**config.mk**
```make
export PLATFORM = sky130hd
export DESIGN_NAME = uart_rx_frame
export DESIGN_NICKNAME = d
export VERILOG_FILES = /design/src/rtl/uart_rx_frame.sv
export SDC_FILE = /design/constraint.sdc
export NUM_CORES = 1
export LEC_CHECK = 0
export BUFFER_PORTS_ARGS = -buffer_cell sky130_fd_sc_hd__buf_2
export CORE_ASPECT_RATIO = 0.7
export CORE_MARGIN = 3
export CORE_UTILIZATION = 35
export CTS_CLUSTER_DIAMETER = 30
export DETAILED_ROUTE_END_ITERATION = 6
export GPL_TIMING_DRIVEN = 0
export SETUP_SLACK_MARGIN = 0.02
export SKIP_CTS_REPAIR_TIMING = 1
export SYNTH_ARGS = -nofsm -noshare
export SYNTH_HDL_FRONTEND = slang
export SYNTH_SLANG_ARGS = --single-unit
```
**constraint.sdc**
```tcl
create_clock -name CLK -period 2.3 [get_ports CLK]
set_clock_uncertainty 0.1 [all_clocks]
set_input_delay 0.46 -clock CLK [delete_from_list [all_inputs] [get_ports CLK]]
set_output_delay 0.46 -clock CLK [all_outputs]
set_load 0.005 [all_outputs]
```
**src/rtl/uart_rx_frame.sv**
```systemverilog
// Oversampling UART frame receiver: start bit, DATA_WIDTH data bits (LSB first),
// optional parity bit and one stop bit, each bit decided by a 3-sample majority vote.
module uart_rx_frame #(
    parameter int DATA_WIDTH = 8
) (
    input  logic                  CLK,
    input  logic                  RST_N,
    input  logic                  RX_IN,
    input  logic [5:0]            Prescale,
    input  logic                  PAR_EN,
    input  logic                  PAR_TYP,
    output logic [DATA_WIDTH-1:0] P_DATA,
    output logic                  Data_Valid,
    output logic                  Par_Err,
    output logic                  Stp_Err,
    output logic [2:0]            fsm_state
);

    localparam int BCW = (DATA_WIDTH > 1) ? $clog2(DATA_WIDTH) : 1;
    localparam logic [BCW-1:0] LAST_BIT = BCW'(DATA_WIDTH - 1);

    typedef enum logic [2:0] {
        IDLE   = 3'd0,
        START  = 3'd1,
        DATA   = 3'd2,
        PARITY = 3'd3,
        STOP   = 3'd4
    } state_t;

    state_t                state, state_n;
    logic [5:0]            edge_cnt, edge_cnt_n;
    logic [BCW-1:0]        bit_cnt, bit_cnt_n;
    logic [DATA_WIDTH-1:0] shift, shift_n;
    logic [1:0]            samp, samp_n;
    logic [5:0]            cfg_p, cfg_p_n;
    logic                  cfg_par_en, cfg_par_en_n;
    logic                  cfg_par_typ, cfg_par_typ_n;
    logic                  par_bad, par_bad_n;
    logic                  stp_bad, stp_bad_n;
    logic [DATA_WIDTH-1:0] p_data_n;
    logic                  data_valid_n, par_err_n, stp_err_n;

    // Sample points sit around the bit centre of the frame's latched ratio.
    logic [5:0] half;
    logic       at_s0, at_s1, at_dec, at_end;
    logic       voted;

    assign half   = {1'b0, cfg_p[5:1]};
    assign at_s0  = (edge_cnt == half - 6'd2);
    assign at_s1  = (edge_cnt == half - 6'd1);
    assign at_dec = (edge_cnt == half);
    assign at_end = (edge_cnt == cfg_p - 6'd1);
    assign voted  = (samp[0] & samp[1]) | (samp[0] & RX_IN) | (samp[1] & RX_IN);

    assign fsm_state = state;

    always_ff @(posedge CLK) begin
        if (!RST_N) begin
            state       <= IDLE;
            edge_cnt    <= '0;
            bit_cnt     <= '0;
            shift       <= '0;
            samp        <= '0;
            cfg_p       <= 6'd8;
            cfg_par_en  <= 1'b0;
            cfg_par_typ <= 1'b0;
            par_bad     <= 1'b0;
            stp_bad     <= 1'b0;
            P_DATA      <= '0;
            Data_Valid  <= 1'b0;
            Par_Err     <= 1'b0;
            Stp_Err     <= 1'b0;
        end else begin
            state       <= state_n;
            edge_cnt    <= edge_cnt_n;
            bit_cnt     <= bit_cnt_n;
            shift       <= shift_n;
            samp        <= samp_n;
            cfg_p       <= cfg_p_n;
            cfg_par_en  <= cfg_par_en_n;
            cfg_par_typ <= cfg_par_typ_n;
            par_bad     <= par_bad_n;
            stp_bad     <= stp_bad_n;
            P_DATA      <= p_data_n;
            Data_Valid  <= data_valid_n;
            Par_Err     <= par_err_n;
            Stp_Err     <= stp_err_n;
        end
    end

    always_comb begin
        state_n       = state;
        edge_cnt_n    = at_end ? 6'd0 : edge_cnt + 6'd1;
        bit_cnt_n     = bit_cnt;
        shift_n       = shift;
        samp_n        = samp;
        cfg_p_n       = cfg_p;
        cfg_par_en_n  = cfg_par_en;
        cfg_par_typ_n = cfg_par_typ;
        par_bad_n     = par_bad;
        stp_bad_n     = stp_bad;
        p_data_n      = P_DATA;
        data_valid_n  = 1'b0;
        par_err_n     = 1'b0;
        stp_err_n     = 1'b0;

        if (state != IDLE) begin
            if (at_s0) samp_n[0] = RX_IN;
            if (at_s1) samp_n[1] = RX_IN;
        end

        case (state)
            IDLE: begin
                edge_cnt_n = 6'd0;
                if (!RX_IN) begin
                    // This edge already counts as sample 0 of the start bit.
                    state_n       = START;
                    edge_cnt_n    = 6'd1;
                    bit_cnt_n     = '0;
                    cfg_p_n       = Prescale;
                    cfg_par_en_n  = PAR_EN;
                    cfg_par_typ_n = PAR_TYP;
                    par_bad_n     = 1'b0;
                    stp_bad_n     = 1'b0;
                end
            end
            START: begin
                if (at_dec && voted) begin
                    state_n    = IDLE;
                    edge_cnt_n = 6'd0;
                end else if (at_end) begin
                    state_n   = DATA;
                    bit_cnt_n = '0;
                end
            end
            DATA: begin
                if (at_dec) shift_n = {voted, shift[DATA_WIDTH-1:1]};
                if (at_end) begin
                    bit_cnt_n = bit_cnt + 1'b1;
                    if (bit_cnt == LAST_BIT) state_n = cfg_par_en ? PARITY : STOP;
                end
            end
            PARITY: begin
                if (at_dec) par_bad_n = (voted != (cfg_par_typ ^ (^shift)));
                if (at_end) state_n = STOP;
            end
            STOP: begin
                if (at_dec) stp_bad_n = !voted;
                if (at_end) begin
                    state_n = IDLE;
                    if (!par_bad && !stp_bad) begin
                        data_valid_n = 1'b1;
                        p_data_n     = shift;
                    end else begin
                        par_err_n = par_bad;
                        stp_err_n = stp_bad;
                    end
                end
            end
            default: begin
                state_n    = IDLE;
                edge_cnt_n = 6'd0;
            end
        endcase
    end

endmodule

```
==> results of run 1 <==
[cells by family (layout without fill, tap and decap cells)]
group / Yosys count / in the layout / share of synthesized area [%]
buffers and inverters: 20 / 59 / 4.16
and+or+nand+nor: 116 / 116 / 24.8
AOI/OAI and AO/OA: 45 / 45 / 13.6
muxes: 13 / 13 / 5.41
DFF: 43 / 43 / 35.8
xor gates and xnor gates: 32 / 32 / 11.7
adders and majority gates: 9 / 9 / 4.63
[layout by cell type (no fill, tap or decap), drive strengths merged, types with 2 or more instances in the layout]
| cell | instances |
|---|---|
| a21boi | 10 |
| a21oi | 3 |
| a2bb2oi | 2 |
| a32o | 2 |
| and2 | 4 |
| and3 | 5 |
| buf | 38 |
| clkbuf | 13 |
| dfxtp | 43 |
| ha | 8 |
| inv | 6 |
| mux2i | 13 |
| nand2 | 41 |
| nand2b | 3 |
| nand3 | 19 |
| nand4 | 2 |
| nand4b | 2 |
| nor2 | 16 |
| nor2b | 11 |
| nor3 | 6 |
| nor4b | 2 |
| o211ai | 2 |
| o21ai | 18 |
| o221ai | 2 |
| o22ai | 2 |
| or3 | 3 |
| xnor2 | 23 |
| xor2 | 9 |
[area by class of cell]
class / instances / area (µm²) / area share, %
Sequential cell: 43 / 872 / 30.2
Timing Repair Buffer: 31 / 175 / 6.07
Tap cell: 91 / 114 / 3.94
Multi-Input combinational cell: 215 / 1500 / 51.8
Clock buffer: 6 / 82.6 / 2.86
Buffer: 14 / 86.3 / 2.99
Inverter: 6 / 25.0 / 0.867
Clock inverter: 2 / 35.0 / 1.21
[critical path, delay by kind of cell, from the launching register on]
kind            cells  cell delay (ns)
compound gates      4             0.72
fa+ha+maj           1             0.23
buf+inv             2             0.20
flops               1             0.38
simple gates        2             0.50
[power by group]
| group | internal (µW) | total (µW) | switching, µW |
|---|---|---|---|
| Sequential | 819 | 921 | 102 |
| Combinational | 506 | 1170 | 661 |
| Clock | 351 | 615 | 263 |
[per-stage QoR]
stage / setup WS (ns) / setup TNS (ns)
after floorplan: 0.0932 / 0
after global placement: -0.129 / -1.01
after detailed placement: -0.163 / -1.42
after CTS: -0.172 / -1.65
after global routing: -0.000755 / -0.000755
final: 0.0958 / 0
[registers in the layout (all words and copies together) (netlist names)]
| name | flops |
|---|---|
| P_DATA | 8 |
| shift | 8 |
| cfg_p | 6 |
| edge_cnt | 6 |
| bit_cnt | 3 |
| fsm_state | 3 |
| samp | 2 |
| Data_Valid | 1 |
| Par_Err | 1 |
| Stp_Err | 1 |
| cfg_par_en | 1 |
| cfg_par_typ | 1 |
| par_bad | 1 |
| stp_bad | 1 |
[worst max-delay path by stage]
stage             start      endpoint  slack [ns]  depth (start not counted)
2_1_floorplan  cfg_p[2]  fsm_state[0]        0.09                          9
3_3_place_gp   cfg_p[2]       samp[1]       -0.13                          8
3_5_place_dp   cfg_p[3]       samp[1]       -0.16                          9
4_1_cts        cfg_p[3]       samp[1]       -0.17                          9
5_1_grt        cfg_p[2]  fsm_state[0]     -0.0008                          9
6_report       cfg_p[1]  fsm_state[0]         0.1                          9
[metal layers]
layer	GRT usage, %	routed length, µm	up-vias
li1	-	-	1027
met1	22.2	3150	908
met2	19.6	2170	44
met3	3.64	244	6
met4	4.08	70	0
met5	0	0	-
==> results.py, run 1 <==
metrics = {
    "yosys": {
        "synth_cells": 278,
        "synth_top_area_share_pct": 35.8,
        "synth_edf_count": 0,
        "synth.largest_area_cell": "sky130_fd_sc_hd__dfxtp_1",
        "synth_warnings": 0,
        "synth_commonest_cells": "43 x sky130_fd_sc_hd__dfxtp_1, 41 x sky130_fd_sc_hd__nand2_1, 23 x sky130_fd_sc_hd__xnor2_1",
        "synthesis.area_per_instance_um2": 8.65,
        "dominant_synthesized_flop_cell": "sky130_fd_sc_hd__dfxtp_1",
        "distinct_cell_type_count_after_synthesis": 49,
        "synth_seq_area_share_pct": 35.8,
        "synth.top_cells.by_area": "sky130_fd_sc_hd__dfxtp_1 36%, sky130_fd_sc_hd__xnor2_1 8.4%, sky130_fd_sc_hd__nand2_1 6.4%",
        "synthMostInstantiatedCell": "sky130_fd_sc_hd__dfxtp_1",
        "number_of_storage_elements_in_the_synthesis_netlist": 43,
        "synth.net_count": 297,
        "postSynth.asyncResetShare_pct": 0,
        "post_synth_instance_area_mm2": 0.00240,
    },
    "timing": {
        "finalMaxSlewViolations": 0,
        "tightest_slew_ns": 0.711,
        "setup_violations": 0,
        "worst_hold_slack_ns": 0.289,
        "max-slew-margin-rel_pct": 52.3,
        "maxClockFrequency_ghz": 0.454,
        "finalWorstPathRequiredPeriod_ns": 2.20,
        "final-hold-violation-count": 0,
        "period_utilisation_layout_pct": 95.8,
    },
    "final_layout": {
        "nets": 335,
        "post-route-cell-area_mm2": 0.00289,
        "num_antenna_cells": 0,
        "synthToLayoutAreaGrowth_pct": 20.0,
        "final_cell_count_no_fill": 408,
        "layout-drive-gt1-share_pct": 21.8,
        "post-route-util_pct": 44.9,
        "layout.filler_cells": 657,
    },
    "floorplan": {
        "ioPinCount": 25,
        "die_y_um": 75.4,
        "die-area_mm2": 0.00792,
        "floorplan.core_area_mm2": 0.00643,
        "rows": 24,
        "initial_utilization_pct": 37.4,
        "die_width_um": 105,
    },
    "critical_path": {
        "rr_startpoint": "cfg_p[1]",
        "worstSetupPathType": "reg2reg",
        "worstSetupStartpointType": "flip-flop",
        "ff2ff_setup_slack_ns": 0.1,
        "required_ns": 2.43,
        "worst-r2r-cell-count": 9,
        "slowest_stage": "sky130_fd_sc_hd__or3b_4",
        "regToRegEndpoint": "fsm_state[0]",
        "worstPathCellList": "inv_2 > ha_1 > a21boi_4 > a21oi_1 > o221ai_4 > nor2_4 > or3b_4 > buf_6 > o22ai_2",
        "critical_path.endpoint_type": "flip-flop",
        "arrival_ns": 2.33,
        "max_stage_delay_ns": 0.40,
        "critical_path_peak_fanout": 6,
    },
    "placement": {
        "port-buffer-count": 23,
        "place.detailed.hpwl_um": 4150,
        "dpl.cell_count": 392,
        "routabilityCongestion": 0.866,
        "placedInstanceArea_mm2": 0.00263,
    },
    "routing": {
        "initialDrtViolationCount": 100,
        "wl_per_cell_um": 13.8,
        "post-route-drc-count": 0,
        "routed_wirelength_um": 5630,
        "detail-route-antenna-nets": 0,
        "route.detailed.vias_per_inst": 4.87,
        "routed-via-count": 1985,
        "number_of_iterations_in_the_first_detailed_routing_pass": 4,
    },
    "job": {
        "maxCapViolCount": 0,
    },
    "clocking": {
        "cts_made_buffers": 5,
        "clk_transition_reported_paths_ns": 0.08,
        "clock_tree.htree_level_count": 2,
        "cts_tree": "done",
        "cts_root_buf": "sky130_fd_sc_hd__clkbuf_8",
        "clk_latency_ns": 0.30,
        "cts_sinks": 43,
        "clock_tree.buffer_depth": 2,
    },
    "min_path": {
        "hold_start": "Prescale[3]",
        "min-delay-path-class": "in2reg",
        "worstHoldEndpoint": "cfg_p[3]",
        "min_path_cells": 3,
    },
    "global_routing": {
        "globalRouteOverflowTotal": 0,
        "grt_start_max_net_pins": 14,
        "first_global_vias": 1785,
        "grt_pass1_wl_um": 9030,
        "gr-usage-all-layers_pct": 14.4,
        "grt_antenna_before_repair": 0,
    },
    "power": {
        "total_power_uw": 2700,
        "pwr_density_mw_per_mm2": 936,
        "leakage_uw": 0.00116,
        "vdd_ir_drop_max_uv": 430,
    },
    "outcome": {
        "status": "finished, final reports clean",
    },
}
Power figures use the tool's default switching activity.
==> run 2, diff against run 1 <==
Clock period 2.3 ns to 2.55 ns, I/O delays scaled along.
==> results.py, run 2 (same netlist as run 1, synthesis figures left out) <==
metrics = {
    "critical_path": {
        "max_stage_delay_ns": 0.37,
        "slowest_stage": "sky130_fd_sc_hd__or3b_1",
        "regToRegEndpoint": "fsm_state[0]",
        "required_ns": 2.68,
        "ff2ff_setup_slack_ns": 0.19,
        "critical_path.endpoint_type": "flip-flop",
        "worstPathCellList": "inv_1 > ha_2 > a21boi_2 > a21oi_1 > o221ai_4 > nor2_4 > or3b_1 > buf_2 > o22ai_2",
        "worstSetupStartpointType": "flip-flop",
        "worstSetupPathType": "reg2reg",
        "worst-r2r-cell-count": 9,
        "rr_startpoint": "cfg_p[2]",
        "arrival_ns": 2.48,
        "critical_path_peak_fanout": 6,
    },
    "routing": {
        "detail-route-antenna-nets": 0,
        "post-route-drc-count": 0,
        "wl_per_cell_um": 13.5,
        "routed_wirelength_um": 5410,
        "route.detailed.vias_per_inst": 4.90,
        "initialDrtViolationCount": 126,
        "routed-via-count": 1959,
        "number_of_iterations_in_the_first_detailed_routing_pass": 4,
    },
    "power": {
        "power.combinational.fraction_pct": 40.8,
        "pwr_density_mw_per_mm2": 842,
        "leakage_uw": 0.00110,
        "share_clk_of_total_power_pct": 23.7,
        "vdd_ir_drop_max_uv": 385,
        "p_sw_share_pct": 37.8,
        "power_switching_uw": 877,
        "seq_power_share_pct": 35.5,
        "internal_cell_power_uw": 1440,
    },
    "global_routing": {
        "first_global_vias": 1785,
        "grt_antenna_before_repair": 0,
        "globalRouteOverflowTotal": 0,
        "grt_pass1_wl_um": 9030,
        "gr-usage-all-layers_pct": 14.4,
        "grt_start_max_net_pins": 14,
    },
    "clocking": {
        "cts_tree": "done",
        "cts_made_buffers": 5,
        "clk_latency_ns": 0.30,
        "cts_sinks": 43,
        "clk_transition_reported_paths_ns": 0.08,
        "clock_tree.buffer_depth": 2,
        "cts_root_buf": "sky130_fd_sc_hd__clkbuf_8",
        "clock_tree.htree_level_count": 2,
    },
    "timing": {
        "max-slew-margin-rel_pct": 53.2,
        "timing.setup.tns_ns": 0,
        "tightest_slew_ns": 0.697,
        "period_utilisation_layout_pct": 92.4,
        "maxClockFrequency_ghz": 0.424,
        "finalMaxSlewViolations": 0,
        "setup_violations": 0,
        "setup_ws_ns": 0.193,
        "final-hold-violation-count": 0,
        "finalWorstPathRequiredPeriod_ns": 2.36,
        "grt_setup_unrepaired": "true",
    },
    "job": {
        "maxCapViolCount": 0,
    },
    "final_layout": {
        "nets": 327,
        "mostFrequentLayoutCells": "41 x sky130_fd_sc_hd__dfxtp_1, 41 x sky130_fd_sc_hd__nand2_1, 25 x sky130_fd_sc_hd__buf_2",
        "layout-drive-gt1-share_pct": 16.5,
        "num_antenna_cells": 0,
        "largestRegisters": "P_DATA x8, shift x8",
        "synthToLayoutAreaGrowth_pct": 14.6,
    },
    "placement": {
        "routabilityCongestion": 0.866,
        "pre_cts_ws_ns": 0.0870,
        "place.detailed.hpwl_um": 4150,
        "port-buffer-count": 23,
    },
    "min_path": {
        "min_path_cells": 3,
        "worstHoldEndpoint": "cfg_p[3]",
        "hold_start": "Prescale[3]",
        "min-delay-path-class": "in2reg",
    },
    "floorplan": {
        "die_width_um": 105,
        "rows": 24,
        "ioPinCount": 25,
        "floorplan.core_area_mm2": 0.00643,
        "die_y_um": 75.4,
        "die-area_mm2": 0.00792,
        "initial_utilization_pct": 37.4,
    },
    "outcome": {
        "status": "finished, final reports clean",
    },
}
run 2: cell count changes in the layout (fill, tap and decap cells not counted), sizes merged:
| cell | delta |
|---|---|
| buf | -8 |
run 2: worst max path at each step:
stage / slack, ns / cells after the start / to / start
after global routing: 0.002 / 9 / samp[1] / cfg_p[3]
final: 0.19 / 9 / fsm_state[0] / cfg_p[2]
after floorplan: 0.34 / 9 / fsm_state[0] / cfg_p[2]
after global placement: 0.12 / 8 / samp[1] / cfg_p[2]
after detailed placement: 0.09 / 9 / samp[1] / cfg_p[3]
after CTS: 0.08 / 9 / samp[1] / cfg_p[3]
run 2: critical path, delay by kind of cell, from the launching register on:
family                     cells  cell delay, ns
AOI/OAI and AO/OA              4            0.78
adders and majority gates      1            0.27
buffers and inverters          2            0.34
DFF                            1            0.34
and+or+nand+nor                2            0.46
run 2: layer usage:
layer | GRT usage (%) | wire length, µm | vias to the layer above
li1 | - | - | 1014
met4 | 4.08 | 58 | 0
met1 | 22.2 | 3000 | 892
met2 | 19.6 | 2030 | 47
met5 | 0 | 0 | -
met3 | 3.64 | 313 | 6
run 2: power by group through the flow:
stage / registers [µW] / clock network [µW] / logic [µW]
floorplan: 810 / 0 / 744
global placement: 838 / 0 / 919
detailed placement: 839 / 0 / 938
CTS: 823 / 566 / 940
global route: 834 / 591 / 1060
finish: 824 / 550 / 946
run 2: through the flow:
step / power [µW] / area, µm² / hold slack (ns) / util [%] / instances
2_1_floorplan: 1550 / 2400 / 0.328 / - / 278
3_3_place_gp: 1760 / 2630 / 0.344 / 41.0 / 392
3_5_place_dp: 1780 / 2630 / 0.351 / 41.0 / 392
4_1_cts: 2330 / 2750 / 0.335 / 42.8 / 400
5_1_grt: 2480 / 2760 / 0.345 / 42.9 / 400
6_report: 2320 / 2760 / 0.340 / 42.9 / 400
run 2: area by class of cell:
type | count | area (µm²)
clock inverter | 2 | 35.0
inverter | 6 | 22.5
fill | 660 | 3670
buffer | 14 | 77.6
multi-input combinational | 215 | 1450
sequential | 43 | 863
tap | 91 | 114
timing repair buffer | 23 | 115
clock buffer | 6 | 82.6
==> run 3, diff against run 2 <==
Settings changed: CORE_UTILIZATION 35 to 45, CTS_CLUSTER_DIAMETER 30 to 150, SKIP_LAST_GASP set to 1.
==> results.py, run 3 (same netlist as run 1, synthesis figures left out) <==
metrics = {
    "outcome": {
        "status": "finished, final reports clean",
    },
    "critical_path": {
        "worstSetupStartpointType": "flip-flop",
        "arrival_ns": 2.51,
        "worst-r2r-cell-count": 9,
        "worstSetupPathType": "reg2reg",
        "required_ns": 2.67,
        "critical_path_peak_fanout": 6,
        "critical_path.endpoint_type": "flip-flop",
    },
    "final_layout": {
        "largestRegisters": "P_DATA x8, shift x8",
        "layout_commonest_cell": "sky130_fd_sc_hd__dfxtp_1",
        "num_antenna_cells": 0,
        "nets": 328,
        "post-route-util_pct": 54.5,
        "layout-drive-gt1-share_pct": 16.5,
        "mostFrequentLayoutCells": "42 x sky130_fd_sc_hd__dfxtp_1, 41 x sky130_fd_sc_hd__nand2_1, 25 x sky130_fd_sc_hd__buf_2",
        "synthToLayoutAreaGrowth_pct": 12.6,
    },
    "clocking": {
        "cts_made_buffers": 5,
        "cts_tree": "done",
        "clock_tree.buffer_depth": 2,
        "clk_latency_ns": 0.29,
        "cts_sinks": 43,
        "clk_transition_reported_paths_ns": 0.09,
        "cts_root_buf": "sky130_fd_sc_hd__clkbuf_8",
        "clock_tree.htree_level_count": 2,
    },
    "timing": {
        "period_utilisation_layout_pct": 93.6,
        "timing.setup.tns_ns": 0,
        "finalWorstPathRequiredPeriod_ns": 2.39,
        "maxClockFrequency_ghz": 0.419,
        "worst_hold_slack_ns": 0.350,
        "setup_violations": 0,
        "tightest_slew_ns": 0.778,
        "max-slew-margin-rel_pct": 47.8,
        "finalMaxSlewViolations": 0,
        "setup_ws_ns": 0.163,
        "grt_setup_unrepaired": "false",
        "final-hold-violation-count": 0,
    },
    "global_routing": {
        "grt_start_max_net_pins": 13,
        "grt_antenna_before_repair": 0,
        "globalRouteOverflowTotal": 0,
        "grt_pass1_wl_um": 8700,
        "gr-usage-all-layers_pct": 17.8,
        "first_global_vias": 1747,
    },
    "routing": {
        "detail-route-antenna-nets": 0,
        "routed-via-count": 1990,
        "route.detailed.vias_per_inst": 5.26,
        "number_of_iterations_in_the_first_detailed_routing_pass": 4,
        "routed_wirelength_um": 5400,
        "post-route-drc-count": 0,
        "wl_per_cell_um": 14.3,
        "initialDrtViolationCount": 101,
    },
    "floorplan": {
        "die-area_mm2": 0.00627,
        "initial_utilization_pct": 48.4,
        "floorplan.core_area_mm2": 0.00497,
        "die_width_um": 93.4,
        "die_y_um": 67.2,
        "ioPinCount": 25,
        "rows": 21,
    },
    "power": {
        "vdd_ir_drop_max_uv": 291,
        "pwr_density_mw_per_mm2": 819,
        "leakage_uw": 0.00109,
        "total_power_uw": 2220,
    },
    "placement": {
        "place.detailed.hpwl_um": 4020,
        "port-buffer-count": 23,
        "pre_cts_ws_ns": 0.0530,
        "routabilityCongestion": 0.861,
    },
    "min_path": {
        "min-delay-path-class": "in2reg",
        "min_path_cells": 3,
    },
    "job": {
        "maxCapViolCount": 0,
    },
}
[run 3: cell count changes in the layout (fill, tap and decap cells not counted), sizes merged]
cell / delta
buf: +1
bufinv: -1
[run 3: cell type report]
cell class              instances  area (µm²)
inverters                       6        22.5
clock inverters                 1        5.00
multi-input cells             215        1450
plain buffers                  14        77.6
repair buffers                 24         123
well taps                      69        86.3
clock buffers                   6        82.6
flip-flops and latches         43         862
fillers                       493        2260
[run 3: report_power, final]
| part | total [µW] | leakage, µW | internal (µW) | switching (µW) |
|---|---|---|---|---|
| Combinational | 953 | 0.000697 | 393 | 560 |
| Sequential | 823 | 0.000349 | 735 | 88.3 |
| Clock | 441 | 0.0000470 | 213 | 228 |
[run 3: critical path: stages (launching register included)]
cell                       delay (ns)
sky130_fd_sc_hd__dfxtp_2         0.35
sky130_fd_sc_hd__inv_1           0.17
sky130_fd_sc_hd__ha_2            0.27
sky130_fd_sc_hd__a21boi_2        0.23
sky130_fd_sc_hd__a21oi_1         0.13
sky130_fd_sc_hd__o221ai_4        0.31
sky130_fd_sc_hd__nor2_4          0.08
sky130_fd_sc_hd__or3b_1          0.36
sky130_fd_sc_hd__buf_2           0.17
sky130_fd_sc_hd__o22ai_2         0.13
[run 3: final timing paths]
path	startpoint	endpoint	slack, ns
worst min register to register	P_DATA[6]	P_DATA[6]	0.37
worst max-delay path	cfg_p[2]	fsm_state[0]	0.16
worst max register to register	cfg_p[2]	fsm_state[0]	0.16
worst min-delay path	Prescale[3]	cfg_p[3]	0.35
[run 3: metal layers]
metal | GRT usage, % | share of wire [%]
met1 | 28.4 | 55
met2 | 24.0 | 39
met3 | 3.90 | 5.5
met4 | 3.66 | 0.37
met5 | 0 | 0
[run 3: per-stage QoR]
stage | instances | cell area [µm²]
finish | 378 | 2710
global placement | 370 | 2610
detailed placement | 370 | 2610
global route | 378 | 2710
floorplan | 278 | 2400
CTS | 377 | 2690
